<file path="src/rtl/alu_op_sequencer_pkg.sv">
// Shared definitions for the LC-3 operate-instruction sequencer: opcodes, NZP reset value,
// FSM state encoding and the opcode legality helper.
package alu_op_sequencer_pkg;

   localparam logic [3:0] OP_ADD = 4'b0001;
   localparam logic [3:0] OP_AND = 4'b0101;
   localparam logic [3:0] OP_NOT = 4'b1001;

   localparam logic [2:0] NZP_RESET = 3'b010;

   typedef enum logic [1:0] {
      ST_IDLE   = 2'd0,
      ST_DECODE = 2'd1,
      ST_EXEC   = 2'd2,
      ST_WB     = 2'd3
   } seq_state_e;

   function automatic logic is_legal_op(input logic [3:0] op);
      logic legal;
      case (op)
         OP_ADD, OP_AND, OP_NOT: legal = 1'b1;
         default:                legal = 1'b0;
      endcase
      return legal;
   endfunction

endpackage

</file>
<file path="src/rtl/alu_op_sequencer_operand_b_mux.sv">
// Operand-b select for operate instructions: sign-extended imm5, sr2 read data, or zero for NOT.
module lc3_operand_b_mux
   import alu_op_sequencer_pkg::*;
(
   input  logic [15:0] ir,
   input  logic [15:0] sr2_data,
   output logic [15:0] opb
);

   // operand b selection from the latched instruction
   always_comb begin
      opb = 16'h0000;
      case (ir[15:12])
         OP_ADD, OP_AND: begin
            if (ir[5]) begin
               opb = {{11{ir[4]}}, ir[4:0]};
            end else begin
               opb = sr2_data;
            end
         end
         default: opb = 16'h0000;
      endcase
   end

endmodule

</file>
<file path="src/rtl/alu_op_sequencer.sv">
// Sequences one LC-3 ADD/AND/NOT at a time: accept, read operands, drive the external alu
// for ALU_LAT cycles, write the result back and update the architectural condition codes.
module alu_op_sequencer
   import alu_op_sequencer_pkg::*;
#(
   parameter int unsigned ALU_LAT = 1
) (
   input  logic        clk,
   input  logic        rst_n,
   input  logic [15:0] instr,
   input  logic        instr_valid,
   output logic        instr_ready,
   output logic [2:0]  sr1_addr,
   output logic [2:0]  sr2_addr,
   input  logic [15:0] sr1_data,
   input  logic [15:0] sr2_data,
   output logic [15:0] alu_a,
   output logic [15:0] alu_b,
   output logic [3:0]  alu_opcode,
   input  logic [15:0] alu_out,
   input  logic [2:0]  alu_nzp,
   output logic        wb_en,
   output logic [2:0]  wb_addr,
   output logic [15:0] wb_data,
   output logic [2:0]  cc_nzp,
   output logic        done,
   output logic        err
);

   localparam logic [2:0] LAT_INIT = 3'(ALU_LAT - 1);

   seq_state_e  state_r;
   seq_state_e  state_s;
   logic [15:0] ir_r;
   logic [15:0] alu_a_r;
   logic [15:0] alu_b_r;
   logic [3:0]  alu_op_r;
   logic [2:0]  cc_r;
   logic [2:0]  cnt_r;
   logic [15:0] opb_s;
   logic        legal_s;

   assign legal_s = is_legal_op(ir_r[15:12]);

   lc3_operand_b_mux u_opb_mux (
      .ir       (ir_r),
      .sr2_data (sr2_data),
      .opb      (opb_s)
   );

   // state register plus instruction, operand, latency counter and condition-code registers
   always_ff @(posedge clk or negedge rst_n) begin
      if (!rst_n) begin
         state_r  <= ST_IDLE;
         ir_r     <= 16'h0000;
         alu_a_r  <= 16'h0000;
         alu_b_r  <= 16'h0000;
         alu_op_r <= 4'b0000;
         cc_r     <= NZP_RESET;
         cnt_r    <= 3'd0;
      end else begin
         state_r <= state_s;
         case (state_r)
            ST_IDLE: begin
               if (instr_valid) begin
                  ir_r <= instr;
               end
            end
            ST_DECODE: begin
               // operands are captured here, so a DR that aliases SR1/SR2 is harmless
               if (legal_s) begin
                  alu_a_r  <= sr1_data;
                  alu_b_r  <= opb_s;
                  alu_op_r <= ir_r[15:12];
                  cnt_r    <= LAT_INIT;
               end
            end
            ST_EXEC: begin
               if (cnt_r != 3'd0) begin
                  cnt_r <= cnt_r - 3'd1;
               end
            end
            ST_WB: cc_r <= alu_nzp;
            default: state_r <= ST_IDLE;
         endcase
      end
   end

   // next-state decode
   always_comb begin
      state_s = state_r;
      case (state_r)
         ST_IDLE: begin
            if (instr_valid) begin
               state_s = ST_DECODE;
            end else begin
               state_s = ST_IDLE;
            end
         end
         ST_DECODE: begin
            if (legal_s) begin
               state_s = ST_EXEC;
            end else begin
               state_s = ST_IDLE;
            end
         end
         ST_EXEC: begin
            if (cnt_r == 3'd0) begin
               state_s = ST_WB;
            end else begin
               state_s = ST_EXEC;
            end
         end
         ST_WB:   state_s = ST_IDLE;
         default: state_s = ST_IDLE;
      endcase
   end

   assign instr_ready = (state_r == ST_IDLE);
   assign wb_en       = (state_r == ST_WB);
   assign err         = (state_r == ST_DECODE) && !legal_s;
   assign done        = wb_en || err;
   assign wb_addr     = ir_r[11:9];
   assign wb_data     = alu_out;
   assign sr1_addr    = ir_r[8:6];
   assign sr2_addr    = ir_r[2:0];
   assign alu_a       = alu_a_r;
   assign alu_b       = alu_b_r;
   assign alu_opcode  = alu_op_r;
   assign cc_nzp      = cc_r;

endmodule
</file>
<file path="config.mk">
export PLATFORM = sky130hd
export DESIGN_NAME = alu_op_sequencer
export DESIGN_NICKNAME = d
export VERILOG_FILES = /design/src/rtl/alu_op_sequencer_pkg.sv /design/src/rtl/alu_op_sequencer_operand_b_mux.sv /design/src/rtl/alu_op_sequencer.sv
export SDC_FILE = /design/constraint.sdc
export NUM_CORES = 1
export LEC_CHECK = 0
export ABC_AREA = 1
export CAP_MARGIN = 10
export CORE_ASPECT_RATIO = 0.6
export CORE_UTILIZATION = 44
export DETAILED_ROUTE_END_ITERATION = 16
export GPL_ROUTABILITY_DRIVEN = 0
export MAX_ROUTING_LAYER = met4
export PLACE_DENSITY = 0.95
export SKIP_LAST_GASP = 1
export SYNTH_ARGS = -nofsm -noshare
export SYNTH_HDL_FRONTEND = slang
export SYNTH_HIERARCHICAL = 1
export SYNTH_SLANG_ARGS = --single-unit
</file>
<file path="constraint.sdc">
create_clock -name clk -period 3.92 [get_ports clk]
set_clock_uncertainty 0.2 [all_clocks]
set_input_delay 0.784 -clock clk [delete_from_list [all_inputs] [get_ports clk]]
set_output_delay 0.784 -clock clk [all_outputs]
set_load 0.02 [all_outputs]
</file>
# == Yosys cells after proc, flatten, opt, wreduce, memory -nomap -nowiden ==
# Cells that the tools add are included.
# totals
ff_bits,60
output_inout_bits,68
# classes
n_addsub,1
eq_ne,8
mux,10
n_reduce_logical,12
# op_table
operator,n
2-to-1 mux 16 bit,2
case mux 2 bit (4 select lines),1
2-to-1 mux 3 bit,2
case mux 3 bit (2 select lines),1
"equality test 2 bit, second input constant",2
"equality test 4 x 1 -> 1 bit, second input constant",1
"equality test 4 x 3 -> 1 bit, second input constant",1
"equality test 4 bit, second input constant",1
"!= test 2 bit, second input constant",2
AND reduction 2 bit,2
zero test 3 bit,1
2-to-1 mux 1 bit,3
AND reduction 3 bit,1
nonzero test 3 bit,1
OR reduction 3 bit,1
"subtractor 3 x 1 -> 3 bit, second input constant",1
"equality test 2 x 1 -> 1 bit, second input constant",1
zero test 2 bit,1
2-to-1 mux 2 bit,1
nonzero test 2 bit,1
OR reduction 2 bit,1
logical AND 1 bit,1
zero test 1 bit,1
logical OR 1 bit,1

# == Longest topological paths before layout ==
# Gate-level depths: netlist of the first run.
# depth
ltp_word,6
mapped_depth,7
ltp_nobuf,7

# == By module ==
# Netlist of the first run, hierarchy kept.
# by_module_without_submodules
module,n_inst,cells_per_inst,area_per_inst_um2,seq_area_each_um2
alu_op_sequencer,1,294,2561.2,1502.7
lc3_operand_b_mux,1,80,354.1,0.0

# == Worst setup path after synthesis of the first run ==
# Ideal clock, no wire load.
# synth_path
path_type,register to output
startpoint,register with a tool-made name
endpoint,output done
arrival_time_ps,1188
t_required_ps,2936
slack_ps,1748
path_stages_with_launch,5
cell_sequence,dfrtp_1 > buf_2 > nor2_2 > inv_2 > o21ai_0
# synth_lines
item,line,source
end: declaration,alu_op_sequencer.sv:26,"output logic done,"

# == Worst setup path in the final report of the first run ==
# layout_path
startpoint,register ir_r[12]
endpoint,output done
# layout_via
elab_chain_len,6
elab_cells_between_ends,8
cone_classes,3 x eq/ne; 1 x mux; 4 x reduce/logical
# layout_lines
item,line,source
start: declaration,alu_op_sequencer.sv:34,logic [15:0] ir_r;
start signal: assignment,alu_op_sequencer.sv:66,ir_r <= instr;
"equality test 4 bit, or another cell as far along",alu_op_sequencer_pkg.sv:20,case (op)
OR reduction 3 bit (*),alu_op_sequencer_pkg.sv:20,
2-to-1 mux 1 bit (*),alu_op_sequencer_pkg.sv:20,
zero test 1 bit (*),alu_op_sequencer.sv:121,assign err = (state_r == ST_DECODE) && !legal_s;
logical AND 1 bit (*),alu_op_sequencer.sv:121,
logical OR 1 bit (*),alu_op_sequencer.sv:122,assign done = wb_en || err;
# Every way passes the cells marked *; elsewhere a longest branch is shown, timed or not.

==> qor.txt, run 1 <==
Status - finished, final reports clean
Inserted Clock Buffers - 9
Drt pass-1 iters - 4
Min-Delay Path Class - reg2reg
Min-delay src - alu_opcode[0]
Mapped Nets - 446
NumNets Final - 523
Delay-heaviest family, CP - buffers and inverters
Worst path required time - 2.94 ns
Unrepaired setup endpoints after global routing - no
Tot Pwr - 3.001 mW
Setup total negative slack - 0 ns
Detail Route Antenna Nets - 0
Starting Density - 0.4666
Yosys warnings - 6
Die area - 6966 um2
Register area share after synthesis - 0.5155
Die width - 107.1 um
Slew @ Worst Pin - 0.7729 ns
Root Driver - clkbuf_8
Drt wl/cell - 12.82 um
Top cells by area, synth - dfrtp_1, nand2_1, buf_4
First DRT Iteration DRCs - 129
Die height - 65.05 um
Crit-path most repeated cell - inv_1
Global-route usage over all layers - 0.2278
# resized after CTS - 0
Clk buf depth - 2
Critical-path maximum fanout - 2
Setup violators final - 0
FMAX - 0.3486 GHz
Setup Buffers After CTS - 0
Number of global-route vias before repair - 2,441
Post-Syn Instances - 374
Syn Std Cell Area - 2915 um2
CP startpoint kind - flop
Worst skew pair latency - 0.34 ns
Largest net degree at the start of global routing - 37
Critical path launch point - ir_r[12]
CP Capture Type - output pin
Post-synth top area share - 0.5064
Final worst path period share - 0.7318
Vias - 2,517
Final wirelength - 6922 um
N_diodes - 0
Detail Placement HPWL - 5072 um
Critical path, cell by cell - inv_1 -> nor2_1 -> nand2_1 -> inv_1 -> o21ai_0 -> clkdlybuf4s50_1
Static leakage - 2.051 nW
Fill cells - 570
Share of cells above drive strength 1 - 0.08553
Hold Buf Count CTS - 0
Site row count - 22
Slew Limit Fails - 0
Global-route wire length before repair - 11,630 um
Worst path bufs/invs - 3
DRC errors left - 0
Avg Cell Area, Syn - 7.795 um2
Port Buffers - 105
Worst rel slew slack - 0.4835
Clock tree from TritonCTS - done
CTS sink count - 60
Final hold vios - 0
Initial antenna violation count - 0
Crit-path max cell delay - 0.64 ns
Clock transition at path regs - 0.07 ns
Peak supply drop - 0.3365 mV
Final Critical Period - 2.868 ns
Aggregate global routing overflow - 0
CTS HTree Levels - 3
FF+latch count, synth - 60
MaxCap Viol Count - 0
Number of I/O pins - 138
Crit path kind - reg2out
Avg Vias per Cell - 4.661
Arr. time, crit path - 1.88 ns
Synth area leader - dfrtp_1
Distinct cells, synth - 19
Pwr dens - 748.2 nW/um2
Core footprint - 6248 um2
Area growth syn-to-layout - 37.60%
R2R Setup Slk - 1.81 ns
Crit-path slowest cell - clkdlybuf4s50_1
-- metrics by stage --
stage          utilization  instances  setup slack (ns)  instance area [um2]  hold WS [ns]
3_3_place_gp        0.6097        524             1.316                 3810        0.2523
2_1_floorplan            -        374             1.748                 2915        0.2417
5_1_grt             0.6420        540            0.9063                 4011        0.2929
4_1_cts             0.6420        540             1.029                 4011        0.2726
6_report            0.6420        540             1.052                 4011        0.2687
3_5_place_dp        0.6097        524             1.290                 3810        0.2563
-- cell families after synthesis --
| kind of cell | Yosys count | synth area share |
|---|---|---|
| compound gates | 5 | 0.008582 |
| simple gates | 231 | 0.3292 |
| flops | 60 | 0.5155 |
| fa+ha+maj | 2 | 0.008582 |
| buf+inv | 76 | 0.1382 |
-- final cells by class --
class | count | area [um2] | share of cell area
flip-flops and latches | 60 | 1503 | 0.3746
repair buffers | 107 | 1061 | 0.2645
multi-input cells | 238 | 1010 | 0.2517
clock buffers | 10 | 137.6 | 0.03431
inverters | 35 | 131.4 | 0.03275
well taps | 84 | 105.1 | 0.02620
clock inverters | 6 | 63.81 | 0.01591
-- worst register-to-register path, stage by stage, from the launching register on --
cell and delay (ns):
dfrtp_1 0.48, nor2_2 0.17, nand3_1 0.53, buf_4 0.46, nand2_1 0.09, nand2_1 0.06
-- per-layer routing --
layer  wire length, um  share of wire  global-route usage  vias up
met5                 0              0                   -        -
met4                58         0.0084             0.05308        0
met3               483          0.070             0.08753        6
met2              3275           0.47              0.3581       84
met1              3104           0.45              0.2794     1185
li1                  -              -                   -     1242
-- registers in the layout, indices dropped and copies added, names as in the netlist, named ones only --
name and cells:
alu_a 16, alu_b 16, state_r 1, cc_nzp 3, alu_opcode 4, ir_r 16, cnt_r 3
-- layout by cell type (no fill, tap or decap), types with 2 or more instances in the layout --
master,synthesis,layout
nor2_1,43,43
o21ai_0,3,3
nand3_1,19,19
inv_1,31,31
nor2_4,2,2
clkbuf_8,0,10
buf_4,29,2
ha_1,2,2
a21oi_1,2,2
nor2_2,11,11
clkinvlp_4,0,2
dfrtp_1,59,59
nand2_1,151,151
nand4_1,3,3
clkinv_2,0,2
clkdlybuf4s50_1,0,104
inv_2,4,4
-- power by group --
part / internal [mW] / switching (mW)
clock network: 0.309 / 0.252
registers: 0.859 / 0.190
logic: 0.599 / 0.792
-- worst paths after layout --
kind / to / depth (start not counted)
max in group asynchronous: alu_b[3] / 2
min in group asynchronous: alu_b[11] / 1
worst max register to register: alu_b[4] / 5
worst min-delay path: alu_opcode[0] / 1
worst max-delay path: done / 6
worst min register to register: alu_opcode[0] / 1
-- synth_stat cells --
| cell | count |
|---|---|
| a21oi_1 | 2 |
| buf_1 | 1 |
| buf_2 | 7 |
| buf_4 | 29 |
| clkbuf_1 | 4 |
| dfrtp_1 | 59 |
| dfstp_2 | 1 |
| ha_1 | 2 |
| inv_1 | 31 |
| inv_2 | 4 |
| nand2_1 | 151 |
| nand3_1 | 19 |
| nand3b_4 | 1 |
| nand4_1 | 3 |
| nor2_1 | 43 |
| nor2_2 | 11 |
| nor2_4 | 2 |
| o21ai_0 | 3 |
| or2_2 | 1 |
Power figures use the tool's default switching activity.
==> run 2, diff against run 1 <==
--- a/config.mk
+++ b/config.mk
@@ -8,11 +8,11 @@
 export ABC_AREA = 1
 export CAP_MARGIN = 10
 export CORE_ASPECT_RATIO = 0.6
-export CORE_UTILIZATION = 44
+export CORE_UTILIZATION = 41
 export DETAILED_ROUTE_END_ITERATION = 16
 export GPL_ROUTABILITY_DRIVEN = 0
 export MAX_ROUTING_LAYER = met4
-export PLACE_DENSITY = 0.95
+export PLACE_DENSITY = 0.91
 export SKIP_LAST_GASP = 1
 export SYNTH_ARGS = -nofsm -noshare
 export SYNTH_HDL_FRONTEND = slang
==> constraint.sdc (replaced) <==
create_clock -name clk -period 2.8 [get_ports clk]
set_clock_uncertainty 0.2 [all_clocks]
set_input_delay 0.56 -clock clk [delete_from_list [all_inputs] [get_ports clk]]
set_output_delay 0.56 -clock clk [all_outputs]
set_load 0.02 [all_outputs]
==> qor.txt, run 2 (same netlist as run 1, synthesis figures left out) <==
Status - finished, final reports clean (unchanged)
CTS sink count - 60 (unchanged)
Clock transition at path regs - 0.05 ns (was 0.07 ns)
Setup violators final - 0 (unchanged)
Most common cell after layout, fill and taps aside - nand2_1 (unchanged)
Clk buf depth - 2 (unchanged)
Worst rel slew slack - 0.4789 (was 0.4835)
Clock tree from TritonCTS - done (unchanged)
Number of global-route vias before repair - 2,518 (was 2,441)
Crit path kind - reg2out (unchanged)
Die area - 7463 um2 (was 6966 um2)
DRC errors left - 0 (unchanged)
Initial antenna violation count - 0 (unchanged)
First DRT Iteration DRCs - 115 (was 129)
Vias - 2,509 (was 2,517)
R2R depth - 5 (unchanged)
NumNets Final - 525 (was 523)
Arr. time, crit path - 1.91 ns (was 1.88 ns)
Min-Delay Path Class - in2async (was reg2reg)
Die height - 67.32 um (was 65.05 um)
Multi-input logic area - 1010 um2 (unchanged)
Avg Vias per Cell - 4.604 (was 4.661)
CTS HTree Levels - 3 (unchanged)
Int Pwr - 2.739 mW (was 1.767 mW)
Sw Share - 0.3876 (was 0.4111)
Critical-path maximum fanout - 8 (was 2)
Detail Route Antenna Nets - 0 (unchanged)
Starting Density - 0.4311 (was 0.4666)
Setup slack at placement - 0.4987 ns (was 1.290 ns)
Aggregate global routing overflow - 0 (unchanged)
Share of cells above drive strength 1 - 0.08515 (was 0.08553)
Inserted Clock Buffers - 9 (unchanged)
Critical R2R Capture - alu_a[5] (was alu_b[4])
Area growth syn-to-layout - 41.12% (was 37.60%)
Drt pass-1 iters - 4 (unchanged)
Net Switching - 1.733 mW (was 1.234 mW)
Slew Limit Fails - 0 (unchanged)
Worst skew pair latency - 0.32 ns (was 0.34 ns)
Static leakage - 2.101 nW (was 2.051 nW)
Number of I/O pins - 138 (unchanged)
Site row count - 23 (was 22)
Combinational fraction of design power - 0.440 (was 0.463)
Tot Pwr - 4.472 mW (was 3.001 mW)
Final wirelength - 6880 um (was 6922 um)
Clk pwr share - 0.234 (was 0.187)
MaxCap Viol Count - 0 (unchanged)
FMAX - 0.3745 GHz
Root Driver - clkbuf_16 (was clkbuf_8)
Pwr dens - 1087 nW/um2 (was 748.2 nW/um2)
CP startpoint kind - flop (unchanged)
N_diodes - 0 (unchanged)
Setup total negative slack - 0 ns (unchanged)
Post-Layout Cell Count - 545 (was 540)
Most frequent cells in the layout - nand2_1, clkdlybuf4s50_1, dfrtp_1, nor2_1, inv_1 (unchanged)
Detail Placement HPWL - 4783 um (was 5072 um)
Drt wl/cell - 12.62 um (was 12.82 um)
Peak supply drop - 0.5743 mV (was 0.3365 mV)
Hold Buf Count CTS - 0 (unchanged)
Global-route wire length before repair - 11,420 um (was 11,630 um)
Placed insts - 529 (was 524)
Fill cells - 616 (was 570)
# resized after CTS - 0 (unchanged)
Setup Buffers After CTS - 0 (unchanged)
Final hold vios - 0 (unchanged)
Unrepaired setup endpoints after global routing - no (unchanged)
Global-route usage over all layers - 0.2020 (was 0.2278)
R2R Setup Slk - 0.67 ns (was 1.81 ns)
Register share of total power - 0.326 (was 0.349)
Final Critical Period - 2.670 ns
Core footprint - 6763 um2 (was 6248 um2)
Port Buffers - 105 (unchanged)
CP Capture Type - output pin (unchanged)
Storage cell area - 1503 um2 (unchanged)
Die width - 110.9 um (was 107.1 um)
Final worst path period share - 0.9537
Largest net degree at the start of global routing - 61 (was 37)
Setup WS post-layout - 0.1296 ns (was 1.052 ns)
Slew @ Worst Pin - 0.7798 ns (was 0.7729 ns)
Worst path required time - 2.04 ns (was 2.94 ns)
==> run 2: worst max path at each step <==
stage               from  endpoint  slack [ns]  cells past startpoint
floorplan           flop      done        0.85                      4
detailed placement  flop      done        0.50                      4
global placement    flop      done        0.51                      4
global route        flop      done        0.05                      4
finish              flop      done        0.13                      4
CTS                 flop      done        0.12                      4
==> run 2: layer usage <==
layer	track usage	routed length [um]
met4	0.07333	74
met2	0.3307	3131
met1	0.2419	3260
met3	0.05925	413
met5	-	0
==> run 2: critical path: stages, from the launching register on <==
cell and delay [ns]:
dfrtp_1 0.48, nor2_2 0.19, inv_2 0.07, o21ai_0 0.21, clkdlybuf4s50_1 0.64
==> run 2: power by group through the flow <==
stage / logic [mW] / clock network [mW] / registers (mW)
floorplan: 1.05 / 0 / 1.64
global placement: 1.93 / 0 / 1.45
detailed placement: 1.98 / 0 / 1.46
CTS: 1.99 / 1.08 / 1.46
global route: 2.14 / 1.12 / 1.50
finish: 1.97 / 1.05 / 1.46
==> run 2: area by class of cell <==
class                           instances  area share
Inverter                               35     0.03193
Timing Repair Buffer                  109      0.2616
Tap cell                               87     0.02646
Sequential cell                        60      0.3653
Clock inverter                          5     0.01277
Multi-Input combinational cell        238      0.2454
Clock buffer                           11     0.05657
==> run 2: per-stage QoR <==
stage / utilization / cell area (um2) / hold slack, ns
final: 0.6083 / 4114 / 0.1882
after global routing: 0.6083 / 4114 / 0.2503
after global placement: 0.5661 / 3829 / 0.2531
after CTS: 0.6083 / 4114 / 0.2271
after detailed placement: 0.5661 / 3829 / 0.2560
after floorplan: - / 2915 / 0.06441
==> edit: new RTL, settings of run 2 <==
Make the reset (`rst_n`) synchronous in one clocked block.
--- a/src/rtl/alu_op_sequencer.sv
+++ b/src/rtl/alu_op_sequencer.sv
@@ -49,7 +49,7 @@
    );
 
    // state register plus instruction, operand, latency counter and condition-code registers
-   always_ff @(posedge clk or negedge rst_n) begin
+   always_ff @(posedge clk) begin
       if (!rst_n) begin
          state_r  <= ST_IDLE;
          ir_r     <= 16'h0000;
Check against the original RTL: differs if rst_n is asserted again (counterexample within 4 cycles, from zero or initial values and one cycle with rst_n low); with rst_n held inactive, the same outputs for 10 cycles.
==> edit against run 2 <==
  * Sequential cell count unchanged
  * Final cell count is 1.8% higher
  * Global-route usage is 2.1 points higher
  * Area after synthesis decreased by 5.1%
  * Critical endpoint is now wb_en
  * Synthesized cell count up 4.8%
  * Wire length up 3.0%
  * Fmax up 6.4%
  * Design area fell by 6.9%
  * Count of clock-buffer cells in the layout rose by 2
  * Setup slack improved by 0.16 ns
  * Die area shrank 5.0%
Power is not compared: it rests on default switching activity, and its combinational part moved more than twofold at a synthesized area within 25%.
==> edit: results (changes against run 2) <==
[drt]
wl_per_cell_microns = 12.8  ; +1.1%
via_count = 2640  ; +5.2%
drtIter0Drc = 168  ; +46%

[sta]
slew-limit-headroom_pct = 60.9  ; +13 points

[grt]
grt_pass1_vias = 2485  ; -1.3%
grt_max_degree = 40  ; -34%
grt_pass1_wl_microns = 11700  ; +2.8%
track_usage_pct = 22.3  ; +2.1 points

[finish]
drive_gt1_share_pct = 8.28  ; -0.24 points
fin_nets = 538  ; +2.5%
final_cells = 555  ; +1.8%
num-fill-cells = 573  ; -7.0%

[setup_path]
crit_arrival_ns = 1.75  ; -0.16 ns

[synth]
synthTopCellsByCount = 151 x nor2_1, 60 x dfxtp_1, 44 x o21ai_0, 32 x inv_1, 28 x buf_4
async_flop_share_pct = 0  ; -100 points
ys_seq_area_share_pct = 43.4  ; -8.1 points
synth_compound_area_share_pct = 9.95  ; +9.1 points
synth-adder-area-share_pct = 0.905  ; +0.046 points
yosys-top-cells-area = dfxtp_1 43%, nor2_1 20%, o21ai_0 8.0%
syn-num-nets = 464  ; +4.0%
yosys.cell_types.count = 21  ; +2
avgSynthCellArea_sq_um = 7.06  ; -9.5%

[placed_design]
post-place-ws_ns = 0.633  ; +0.134 ns

[cts]
cts_root_buffer = clkbuf_8
clk_pin_slew_ns = 0.07  ; +0.02 ns

[hold_path]
hp-class = register to register

[outcome]
outcome = finished, final reports clean

-- edit: changes by cell type after synthesis, sizes merged, moves of 3 or more --
cell    change
clkbuf      +4
nor2      +106
dfrtp      -59
o21ai      +49
nand2     -128
inv         +3
dfxtp      +60
nand4       -3
nand3      -12
-- edit: worst paths after layout --
| path | endpoint | slack [ns] | cells after the start |
|---|---|---|---|
| min reg2reg | alu_opcode[1] | 0.25 | 2 |
| max | wb_en | 0.29 | 3 |
| max reg2reg | alu_a[8] | 0.93 | 6 |
| min | alu_opcode[1] | 0.25 | 2 |
-- edit: cell type report --
type,count,area [sq um],area share (%)
Clock inverter,3,42.5,1.11
Clock buffer,13,179,4.67
Tap cell,84,105,2.75
Sequential cell,60,1200,31.4
Timing Repair Buffer,107,1060,27.7
Multi-Input combinational cell,250,1090,28.5
Inverter,38,148,3.86
-- edit: per-layer routing --
layer / vias up / GRT usage (%) / share of wire [%]
li1: 1317 / - / -
met5: - / - / 0
met4: 0 / 5.14 / 0.37
met3: 4 / 6.85 / 9.6
met2: 131 / 35.8 / 43
met1: 1188 / 27.6 / 47
-- edit: power by group through the flow --
stage	Sequential, mW	Combinational [mW]	Clock (mW)
after floorplan	0.960	0.235	0
after global placement	0.944	0.356	0
after detailed placement	0.946	0.365	0
after CTS	0.927	0.368	0.865
after global routing	0.933	0.407	0.906
final	0.928	0.367	0.844
-- edit: per-stage QoR --
| stage | hold slack (ns) | cell area [sq um] |
|---|---|---|
| after floorplan | 0.254 | 2770 |
| after global placement | 0.222 | 3610 |
| after detailed placement | 0.241 | 3610 |
| after CTS | 0.252 | 3830 |
| after global routing | 0.284 | 3830 |
| final | 0.253 | 3830 |
-- edit: worst max-delay path, cell delays in order (launching register included) --
cell and delay (ns):
dfxtp_1 0.42, nand2_1 0.19, inv_1 0.19, clkdlybuf4s50_1 0.63
